`src/rtl/uart_tx_if.sv`:
```
// Valid/ready word handshake between a producer and the UART transmitter.
interface uart_tx_if #(
    parameter int DATA_WIDTH = 8
);
    logic [DATA_WIDTH-1:0] data_in;
    logic                  data_in_valid;
    logic                  data_in_ready;

    modport master (
        output data_in,
        output data_in_valid,
        input  data_in_ready
    );

    modport slave (
        input  data_in,
        input  data_in_valid,
        output data_in_ready
    );
endinterface

```
`src/rtl/uart_tx.sv`:
```
// Framed serial transmitter: start, LSB-first data, optional even parity, stop.
module uart_tx #(
    parameter int DATA_WIDTH   = 8,
    parameter int CLKS_PER_BIT = 16,
    parameter int PARITY_EN    = 0
) (
    input  logic     clk,
    input  logic     rst,
    uart_tx_if.slave bus,
    output logic     serial_out
);
    localparam int CNT_W = $clog2(CLKS_PER_BIT);
    localparam int BIT_W = $clog2(DATA_WIDTH) + 1;
    localparam logic [CNT_W-1:0] CNT_LAST = CNT_W'(CLKS_PER_BIT - 1);
    localparam logic [BIT_W-1:0] BIT_LAST = BIT_W'(DATA_WIDTH - 1);

    localparam logic [2:0] IDLE   = 3'd0;
    localparam logic [2:0] START  = 3'd1;
    localparam logic [2:0] DATA   = 3'd2;
    localparam logic [2:0] PARITY = 3'd3;
    localparam logic [2:0] STOP   = 3'd4;

    logic [2:0]            state;
    logic [CNT_W-1:0]      cnt;
    logic [BIT_W-1:0]      bit_idx;
    logic [DATA_WIDTH-1:0] shreg;
    logic [DATA_WIDTH-1:0] shifted;
    logic                  parity;
    logic                  ready;
    logic                  hs;
    logic                  bit_done;

    assign bus.data_in_ready = ready;
    assign hs       = (state == IDLE) && ready && bus.data_in_valid;
    assign bit_done = (cnt == CNT_LAST);
    assign shifted  = shreg >> 1;

    // serial_out is loaded one state ahead so the line changes on the bit edge
    always_ff @(posedge clk) begin
        if (rst) begin
            state      <= IDLE;
            cnt        <= '0;
            bit_idx    <= '0;
            shreg      <= '0;
            parity     <= 1'b0;
            ready      <= 1'b1;
            serial_out <= 1'b1;
        end else begin
            case (state)
                IDLE: begin
                    serial_out <= 1'b1;
                    ready      <= 1'b1;
                    if (hs) begin
                        state      <= START;
                        cnt        <= '0;
                        bit_idx    <= '0;
                        shreg      <= bus.data_in;
                        parity     <= ^bus.data_in;
                        ready      <= 1'b0;
                        serial_out <= 1'b0;
                    end
                end
                START: begin
                    if (bit_done) begin
                        cnt        <= '0;
                        state      <= DATA;
                        serial_out <= shreg[0];
                    end else begin
                        cnt <= cnt + 1'b1;
                    end
                end
                DATA: begin
                    if (bit_done) begin
                        cnt   <= '0;
                        shreg <= shifted;
                        if (bit_idx == BIT_LAST) begin
                            bit_idx <= '0;
                            if (PARITY_EN != 0) begin
                                state      <= PARITY;
                                serial_out <= parity;
                            end else begin
                                state      <= STOP;
                                serial_out <= 1'b1;
                            end
                        end else begin
                            bit_idx    <= bit_idx + 1'b1;
                            serial_out <= shifted[0];
                        end
                    end else begin
                        cnt <= cnt + 1'b1;
                    end
                end
                PARITY: begin
                    if (bit_done) begin
                        cnt        <= '0;
                        state      <= STOP;
                        serial_out <= 1'b1;
                    end else begin
                        cnt <= cnt + 1'b1;
                    end
                end
                STOP: begin
                    if (bit_done) begin
                        cnt        <= '0;
                        state      <= IDLE;
                        ready      <= 1'b1;
                        serial_out <= 1'b1;
                    end else begin
                        cnt <= cnt + 1'b1;
                    end
                end
                default: begin
                    state      <= IDLE;
                    cnt        <= '0;
                    bit_idx    <= '0;
                    ready      <= 1'b1;
                    serial_out <= 1'b1;
                end
            endcase
        end
    end
endmodule

```
`src/flat_wrapper.sv`:
```
// flat-port wrapper written by rule: the top's interface ports become plain ports
module uart_tx_flat 
#(
    parameter int DATA_WIDTH   = 8,
    parameter int CLKS_PER_BIT = 16,
    parameter int PARITY_EN    = 0
)
  (clk, rst, serial_out, bus_data_in, bus_data_in_valid, bus_data_in_ready);
  uart_tx_if #(.DATA_WIDTH(DATA_WIDTH)) bus_i ();
  input  logic clk;
  input  logic rst;
  output logic serial_out;
  input wire logic [$bits(bus_i.data_in)-1:0] bus_data_in;
  input wire logic [$bits(bus_i.data_in_valid)-1:0] bus_data_in_valid;
  output wire logic [$bits(bus_i.data_in_ready)-1:0] bus_data_in_ready;
  assign bus_i.data_in = bus_data_in;
  assign bus_i.data_in_valid = bus_data_in_valid;
  assign bus_data_in_ready = bus_i.data_in_ready;
  uart_tx #(.DATA_WIDTH(DATA_WIDTH), .CLKS_PER_BIT(CLKS_PER_BIT), .PARITY_EN(PARITY_EN)) u_core (.clk(clk), .rst(rst), .bus(bus_i), .serial_out(serial_out));
endmodule
```
`config.mk`:
```
export PLATFORM = sky130hd
export DESIGN_NAME = uart_tx_flat
export DESIGN_NICKNAME = d
export VERILOG_FILES = /design/src/rtl/uart_tx_if.sv /design/src/rtl/uart_tx.sv /design/src/flat_wrapper.sv
export SDC_FILE = /design/constraint.sdc
export NUM_CORES = 1
export LEC_CHECK = 0
export ABC_AREA = 1
export CORE_MARGIN = 4
export CORE_UTILIZATION = 30
export CTS_CLUSTER_DIAMETER = 100
export DETAILED_ROUTE_END_ITERATION = 8
export SYNTH_ARGS = -nofsm -noshare
export SYNTH_HDL_FRONTEND = slang
export SYNTH_SLANG_ARGS = --single-unit
```
`constraint.sdc`:
```
create_clock -name clk -period 2.2 [get_ports clk]
set_clock_uncertainty 0.2 [all_clocks]
set_input_delay 0.44 -clock clk [delete_from_list [all_inputs] [get_ports clk]]
set_output_delay 0.44 -clock clk [all_outputs]
set_load 0.1 [all_outputs]
```
==> flow_summary_export.csv, run 1 <==
group,metric,value,unit
synthesis,synth_compound_area_share,11.9,%
power,switching_power,0.000973,W
place,postPlaceCellArea,1330,sq um
grt,grt_max_degree,17,
grt,gr-total-overflow,0,
clock_tree,cts_hold_buf,0,
clock_tree,cts.sinks,21,
floorplanning,num_rows,22,
setup_path,start_kind,"primary input",
clock_tree,cts_post_setup_buffers_inserted,0,
synthesis,synth_area_leaders,"dfxtp_1, nand2_1, nor2_1",
synthesis,synth_fa_ha_area_share,2.13,%
timing,finalSetupViolCount,0,
setup_path,crit_chain,"clkdlybuf4s50_1 > nand2_1 > nand3_4 > inv_2 > nor2_2 > nand2_1 > nand2_1 > nand2_1 > nor2_1",
synthesis,ys_ff_latch,21,
power,combinationalPowerShare,56.2,%
place,routabilityCongestion,0.759,
detailed_routing,dr.pass1.iters,4,
timing,worst-slew-pin-transition,379,ps
synthesis,synth-simple-area-share,40.9,%
floorplanning,core,3720,sq um
floorplanning,die_x,70.6,um
synthesis,synth_top_family_by_area,"simple AND/OR/NAND/NOR gates",
power,leakagePower,0.621,nW
synthesis,synth_area_leader_cell,"dfxtp_1",
synthesis,syn-mean-instance-area,6.57,sq um
power,switching_share,49.5,%
clock_tree,cts_tree,"built",
power,p_int,0.000991,W
cells_and_area,regArea,420,sq um
run,cap_violations,0,
setup_path,reg2reg_slack,510,ps
power,p_clk_share,12.7,%
setup_path,worst_setup_path_end_kind,"flip-flop",
clock_tree,htreeDepth,1,
clock_tree,insertion_delay,260,ps
synthesis,ys_seq_area_share,35.7,%
setup_path,cp_common_cell,"nand2_1",
outcome,run_status,"finished clean",
detailed_routing,drc,0,
cells_and_area,diodes,0,
timing,fmax,0.590,GHz
grt,first_global_vias,933,
clock_tree,cts_resized,0,
clock_tree,clkTransAtPathRegs,70,ps
min_path,min_path_type,"reg2reg",
timing,rsz0062_at_grt,"no",
cells_and_area,nFillCells,394,
place,dp_hpwl,1770,um
floorplanning,ios,13,
detailed_routing,vias_per_cell,4.35,
timing,relSlewSlack,74.7,%
timing,period_share,77.1,%
timing,fin_crit,1700,ps
cells_and_area,nets,206,
grt,grt_usage,10.1,%
cells_and_area,final_cell_area,1380,sq um
synthesis,netlist_area,1180,sq um
synthesis,synth_top_area_share,35.7,%
setup_path,cp_max_fo,8,
detailed_routing,wl_per_cell,9.93,um
synthesis,synthCells,179,
detailed_routing,antenna_left,0,
clock_tree,clockRootBuffer,"clkbuf_8",
detailed_routing,drt_iter0_markers,93,
grt,grt_pass1_wl,4060,um
floorplanning,die_y,70.6,um
synthesis,muxShareOfSynthArea,0,%
synthesis,ys_types,25,
setup_path,crit_type,"in2reg",
synthesis,syn-num-nets,192,
detailed_routing,routed-via-count,1044,
power,pwr-share-seq,31.1,%
floorplanning,initial_core_util,31.6,%
detailed_routing,finalWirelength,2380,um
setup_path,crit_required,2200,ps
timing,drv_slew,0,
power,ir_drop,0.464,mV
timing,tns,0,ps
clock_tree,clock_path_buffers,2,
cells_and_area,multi_input_area,663,sq um
setup_path,critPathMaxStageDelay,450,ps
power,p_per_area,1420,nW/um^2
floorplanning,dieArea,4990,sq um
clock_tree,cts_made_buffers,3,
synthesis,yosysWarnings,0,
synthesis,synthXorXnorAreaFrac,1.49,%
setup_path,cpMaxStageDelayCell,"clkdlybuf4s50_1",
cells_and_area,syn_to_final_growth,17.2,%
cells_and_area,drive_gt1_share,9.38,%
timing,finalHoldViolations,0,
setup_path,arrival,1700,ps
place,io_buffers,12,
grt,antenna_found_initial,0,
[per-stage QoR]
stage	instances	utilization [%]	power (W)	worst slack (ps)	hold WS, ps
6_report	240	37.1	0.00196	505	276
2_1_floorplan	179	-	0.00154	81.6	239
5_1_grt	240	37.1	0.00217	330	297
3_3_place_gp	236	35.9	0.00173	259	265
4_1_cts	240	37.1	0.00199	493	277
3_5_place_dp	236	35.9	0.00173	226	266
[synthesized netlist by cell type, drive strengths merged]
cell	n
ha	2
xor2	1
a21oi	12
nor3	1
nand2	56
nor2	31
clkbuf	1
o21ai	12
nand3	14
xnor2	1
dfxtp	21
a31oi	2
buf	3
o21a	1
nand4	1
nand3b	2
inv	18
[final cells by class]
type,instances,area share [%]
well taps,48,4.36
clock buffers,4,3.27
inverters,18,4.90
repair buffers,13,8.89
flip-flops and latches,21,30.5
multi-input cells,136,48.1
[routing by layer]
layer  wire [um]  part of all wire (%)  vias to the layer above  track usage, %
met3          51                   2.1                        5            1.70
met2        1010                    42                       11            15.3
li1            -                     -                      599               -
met1        1270                    53                      429            13.8
met4          55                   2.3                        0            5.01
met5           0                     0                        -               0
[final timing paths]
path         cells after the start         startpoint         endpoint
max                              9  bus_data_in_valid  u_core.state[0]
min reg2reg                      2    u_core.shreg[7]  u_core.shreg[7]
max reg2reg                      6      u_core.cnt[1]  u_core.shreg[1]
min                              2    u_core.shreg[7]  u_core.shreg[7]
[state kept, by name, summed over array words and instances, names as in the netlist]
| signal | flops |
|---|---|
| u_core.bit_idx | 4 |
| u_core.bus.data_in_ready | 1 |
| u_core.cnt | 4 |
| u_core.serial_out | 1 |
| u_core.shreg | 8 |
| u_core.state | 3 |
[cell usage in the layout (no fill, tap or decap), drive strengths merged]
cell type,instances
nor3,1
xnor2,1
ha,2
nand2,56
nand4,1
o21a,1
a21oi,12
nand3,14
inv,18
clkbuf,4
xor2,1
buf,3
a31oi,2
clkdlybuf4s50,10
nor2,31
dfxtp,21
o21ai,12
nand3b,2
[kinds of logic (layout without fill, tap and decap cells)]
logic type               Yosys count  in the layout
AO/OA/AOI/OAI                     27             27
adder cells (fa/ha/maj)            2              2
buffers and inverters             22             35
AND/OR/NAND/NOR                  105            105
flip-flops                        21             21
XOR/XNOR                           2              2
[power groups by stage]
stage | Clock [W] | Sequential (W) | Combinational, W
finish | 0.000250 | 0.000611 | 0.00110
global route | 0.000284 | 0.000630 | 0.00126
CTS | 0.000265 | 0.000610 | 0.00112
detailed placement | 0 | 0.000619 | 0.00111
global placement | 0 | 0.000619 | 0.00111
floorplan | 0 | 0.000718 | 0.000824
[worst max-delay path: cells and delay by family]
family	cells	cell delay, ps
AND/OR/NAND/NOR	7	720
buffers and inverters	2	530
(Power assumes the default switching activity.)
==> inputs of run 2 (changes only) <==
==> constraint.sdc (replaced) <==
create_clock -name clk -period 1.6 [get_ports clk]
set_clock_uncertainty 0.2 [all_clocks]
set_input_delay 0.32 -clock clk [delete_from_list [all_inputs] [get_ports clk]]
set_output_delay 0.32 -clock clk [all_outputs]
set_load 0.1 [all_outputs]
==> flow_summary_export.csv, run 2 (same netlist as run 1, synthesis figures left out) <==
group,metric,value,unit
cells_and_area,layout_commonest_cell,"nand2_1",
cells_and_area,instances_no_fill,263,
timing,finalHoldViolations,0,
timing,period_share,94.2,%
detailed_routing,dr.pass1.iters,4,
floorplanning,initial_core_util,31.6,%
clock_tree,cts.sinks,21,
place,dp_cells,259,
setup_path,rr_worst_depth,8,
floorplanning,core,3720,sq um
power,ir_drop,0.765,mV
power,p_per_area,1930,nW/um^2
floorplanning,num_rows,22,
grt,grt_max_degree,14,
timing,fmax,0.664,GHz
timing,worst-slew-pin-transition,299,ps
cells_and_area,regArea,427,sq um
setup_path,timing.rr.start,"u_core.state[1]",
clock_tree,cts_made_buffers,3,
floorplanning,dieArea,4990,sq um
setup_path,r2r-end,"u_core.bit_idx[1]",
place,routabilityCongestion,0.864,
timing,relSlewSlack,79.9,%
detailed_routing,finalWirelength,2570,um
grt,grt_pass1_wl,4440,um
outcome,run_status,"finished clean",
clock_tree,cts_hold_buf,0,
clock_tree,htreeDepth,1,
detailed_routing,drc,0,
cells_and_area,diodes,0,
timing,rsz0062_at_grt,"yes",
setup_path,start_kind,"flip-flop",
timing,tns,0,ps
grt,grt_usage,11.0,%
setup_path,crit_type,"reg2reg",
setup_path,arrival,1460,ps
detailed_routing,routed-via-count,1137,
grt,antenna_found_initial,0,
cells_and_area,final_cell_mix,"nand2_1, nor2_1, buf_4",
setup_path,cp_max_fo,6,
floorplanning,die_x,70.6,um
min_path,min_to,"u_core.shreg[7]",
cells_and_area,largest_register_ffs,8,
clock_tree,cts_tree,"built",
clock_tree,clock_path_buffers,2,
clock_tree,clkTransAtPathRegs,70,ps
cells_and_area,multi_input_area,683,sq um
timing,drv_slew,0,
min_path,worstHoldStart,"u_core.shreg[7]",
clock_tree,clockRootBuffer,"clkbuf_8",
setup_path,reg2reg_slack,90,ps
floorplanning,die_y,70.6,um
grt,first_global_vias,1043,
timing,finalSetupViolCount,0,
cells_and_area,regMostFlops,"u_core.shreg",
setup_path,worst_setup_path_end_kind,"flip-flop",
cells_and_area,nets,229,
detailed_routing,drt_iter0_markers,32,
cells_and_area,nFillCells,388,
detailed_routing,antenna_left,0,
floorplanning,ios,13,
detailed_routing,wl_per_cell,9.75,um
cells_and_area,drive_gt1_share,21.4,%
cells_and_area,largest_registers,"u_core.shreg: 8 flops, u_core.bit_idx: 4 flops, u_core.cnt: 4 flops",
min_path,min_path_type,"reg2reg",
timing,fin_crit,1510,ps
run,cap_violations,0,
place,io_buffers,12,
grt,gr-total-overflow,0,
clock_tree,insertion_delay,260,ps
detailed_routing,vias_per_cell,4.32,
min_path,hold_path_depth,2,
place,dp_hpwl,1970,um
power,leakagePower,0.751,nW
cells_and_area,syn_to_final_growth,37.3,%
setup_path,crit_required,1550,ps
## run 2: cell types whose count changed in the layout (fill, tap and decap cells not counted), sizes merged
cell,change
buf,+23
## run 2: worst max path at each step
stage	start	endpoint	slack [ps]	cells past startpoint
2_1_floorplan	u_core.bus.data_in_ready	u_core.state[0]	40	7
3_3_place_gp	bus_data_in_valid	u_core.state[0]	-170	8
3_5_place_dp	bus_data_in_valid	u_core.state[0]	-200	8
4_1_cts	u_core.cnt[0]	u_core.bus.data_in_ready	50	7
5_1_grt	u_core.cnt[1]	u_core.bus.data_in_ready	-10	7
6_report	u_core.state[1]	u_core.bit_idx[1]	90	8
## run 2: per-layer routing
metal | up-vias | track usage [%] | wire length [um]
met5 | - | 0 | 0
met4 | 0 | 5.01 | 43
met3 | 4 | 2.13 | 28
met2 | 8 | 17.3 | 1160
met1 | 480 | 14.6 | 1340
li1 | 645 | - | -
## run 2: final cells by class
type	instances	area share (%)
clock buffers	4	2.79
inverters	18	4.18
multi-input cells	136	42.3
flip-flops and latches	21	26.4
well taps	48	3.72
repair buffers	36	20.6
## run 2: critical path: stages, from the launching register on
cell     delay [ps]
dfxtp_2         370
nor2_2          200
nand2_1         140
nand2_1         120
inv_1            50
nand3_1         140
nand2_1          70
nand2_1          70
nor2_1           40
## run 2: report_power, final
group          switching, W  total, W  internal, W
logic               0.00113   0.00193     0.000799
registers          0.000123  0.000843     0.000720
clock network      0.000168  0.000346     0.000177
total               0.00143   0.00312      0.00170
## run 2: repair_timing
| action | CTS | global route |
|---|---|---|
| setup buffers | 0 | 0 |
| setup endpoints to repair | 0 | 6 |
| gates resized for setup | 0 | 6 |
## run 2: per-stage QoR
| step | hold slack [ps] | setup WS, ps | instance area [sq um] | utilization, % | total power, W |
|---|---|---|---|---|---|
| after CTS | 290 | 53.3 | 1590 | 42.9 | 0.00310 |
| after global routing | 316 | -14.9 | 1620 | 43.5 | 0.00343 |
| after floorplan | 239 | 36.0 | 1180 | - | 0.00213 |
| after global placement | 267 | -170 | 1550 | 41.6 | 0.00275 |
| after detailed placement | 277 | -200 | 1550 | 41.6 | 0.00275 |
| final | 284 | 93.5 | 1620 | 43.5 | 0.00312 |
==> inputs of run 3 (changes only) <==
--- a/config.mk
+++ b/config.mk
@@ -5,7 +5,8 @@
 export SDC_FILE = /design/constraint.sdc
 export NUM_CORES = 1
 export LEC_CHECK = 0
-export ABC_AREA = 1
+export ABC_AREA = 0
+export CAP_MARGIN = 5
 export CORE_MARGIN = 4
 export CORE_UTILIZATION = 30
 export CTS_CLUSTER_DIAMETER = 100
==> flow_summary_export.csv, run 3 <==
group,metric,value,unit
timing,period_share,104,%
grt,first_global_vias,1211,
cells_and_area,largest_registers,"u_core.shreg: 8 flops, u_core.bit_idx: 4 flops, u_core.cnt: 4 flops",
power,leakagePower,0.792,nW
detailed_routing,finalWirelength,3520,um
synthesis,synth_top_area_share,35.8,%
clock_tree,clockRootBuffer,"clkbuf_8",
synthesis,ys_ff_latch,21,
floorplanning,die_x,70.5,um
synthesis,ys.flop_type,"dfxtp_1",
cells_and_area,final_cell_mix,"buf_4, dfxtp_1, nor2_1, buf_6, clkdlybuf4s50_1",
clock_tree,htreeDepth,1,
cells_and_area,layout_commonest_cell,"buf_4",
timing,finalHoldViolations,0,
outcome,violations,"negative setup slack",
floorplanning,dieArea,4980,sq um
timing,rsz0062_at_grt,"yes",
detailed_routing,routed-via-count,1205,
cells_and_area,drive_gt1_share,49.7,%
timing,fin_crit,1670,ps
grt,gr-total-overflow,0,
detailed_routing,dr.pass1.iters,4,
setup_path,start_kind,"flip-flop",
timing,fmax,0.600,GHz
floorplanning,num_rows,22,
min_path,min_path_type,"in2reg",
synthesis,synth.most_common_cell,"dfxtp_1",
clock_tree,cts_made_buffers,3,
detailed_routing,antenna_left,0,
grt,antenna_found_initial,0,
clock_tree,clock_path_buffers,2,
setup_path,crit_type,"reg2reg",
synthesis,syn-mean-instance-area,9.24,sq um
floorplanning,ios,13,
synthesis,ys_types,41,
setup_path,cp_max_fo,7,
grt,grt_pass1_wl,5500,um
grt,met3_usage,2.27,%
setup_path,arrival,1670,ps
synthesis,synth_area_leader_cell,"dfxtp_1",
cells_and_area,largest_register_ffs,8,
timing,worst-slew-pin-transition,341,ps
outcome,run_status,"finished with violations",
run,cap_violations,0,
power,ir_drop,0.871,mV
floorplanning,initial_core_util,31.6,%
grt,grt_max_degree,16,
power,p_per_area,1610,nW/um^2
clock_tree,clkTransAtPathRegs,80,ps
synthesis,synth_area_leaders,"dfxtp_1, mux2i_1, nor2_1",
clock_tree,cts_tree,"built",
min_path,hold_path_depth,3,
synthesis,netlist_area,1170,sq um
timing,worst_slack,-65.5,ps
place,dp_hpwl,2150,um
place,io_buffers,12,
timing,tns,-563,ps
cells_and_area,regMostFlops,"u_core.shreg",
synthesis,yosysWarnings,0,
cells_and_area,final_cell_area,1990,sq um
detailed_routing,wl_per_cell,15.5,um
detailed_routing,drt_iter0_markers,46,
timing,drv_slew,0,
floorplanning,core,3720,sq um
cells_and_area,diodes,0,
synthesis,synthCells,127,
synthesis,synth-edff-count,0,
clock_tree,cts.sinks,21,
synthesis,syn-num-nets,140,
clock_tree,insertion_delay,260,ps
detailed_routing,drc,0,
synthesis,ys_async_sr_fraction,0,%
grt,grt_usage,13.5,%
timing,relSlewSlack,77.3,%
place,routabilityCongestion,0.835,
cells_and_area,syn_to_final_growth,69.2,%
setup_path,worst_setup_path_end_kind,"flip-flop",
place,dpl_worst_slack,-457,ps
setup_path,crit_required,1600,ps
grt,grt_use_met1,15.7,%
synthesis,ys_seq_area_share,35.8,%
detailed_routing,vias_per_cell,5.31,
synthesis,yosys-top-cells-count,"dfxtp_1, nor2_1, nand3_1, mux2i_1",
cells_and_area,nets,193,
grt,top_usage_layer,"met2",
floorplanning,die_y,70.5,um
grt,gr-usage-met2,25.6,%
setup_path,rr_worst_depth,8,
timing,finalSetupViolCount,12,
place,postPlaceCellArea,1610,sq um
## run 3: timing repair
item                       4_1_cts  5_1_grt
hold buffers                     0        0
setup endpoints to repair       19       19
pin swaps                        6        9
gates cloned                     2        0
setup buffers                    8        4
gates resized for setup         20       26
## run 3: path summary, 6_finish.rpt
path	start	to	slack, ps
setup / recovery	u_core.state[1]	u_core.bit_idx[0]	-70
hold / removal	rst	u_core.cnt[0]	270
setup reg to reg	u_core.state[1]	u_core.bit_idx[0]	-70
hold reg to reg	u_core.shreg[7]	u_core.shreg[7]	280
## run 3: power by group
group,internal (W),switching [W],total (W)
Combinational,0.00108,0.000905,0.00198
Sequential,0.000677,0.000166,0.000843
Clock,0.000178,0.000186,0.000364
## run 3: layout make-up
class                      count  area, sq um
fill                         318         1730
multi-input combinational     97          875
timing repair buffer          55          564
sequential                    21          434
tap                           48         60.1
clock buffer                   4         45.0
inverter                       2         7.51
## run 3: critical path, stage by stage, from the launching register on
cell,delay [ps]
dfxtp_2,340
buf_6,120
buf_12,100
nor3b_4,200
buf_6,140
buf_12,130
nor4b_4,200
a31oi_1,60
nor2_1,100
## run 3: metrics by stage
| stage | power (W) | util, % | instances | hold slack, ps |
|---|---|---|---|---|
| after global placement | 0.00226 | 43.4 | 210 | 270 |
| after detailed placement | 0.00228 | 43.4 | 210 | 271 |
| after CTS | 0.00300 | 49.7 | 224 | 283 |
| after floorplan | 0.00172 | - | 127 | 246 |
| final | 0.00319 | 53.4 | 227 | 270 |
| after global routing | 0.00338 | 53.4 | 227 | 296 |
## run 3: routing by layer
layer	up-vias	routed length, um
li1	578	-
met1	577	1480
met2	39	1810
met3	11	115
met4	0	110
met5	-	0
## run 3: kinds of logic (layout without fill, tap and decap cells)
logic type,Yosys count,count (layout),synth area share [%]
XOR/XNOR,1,1,0.746
flip-flops,21,21,35.8
adder cells (fa/ha/maj),2,2,2.13
buffers and inverters,9,61,5.01
AO/OA/AOI/OAI,37,37,26.1
AND/OR/NAND/NOR,49,49,23.3
multiplexers,8,8,6.82
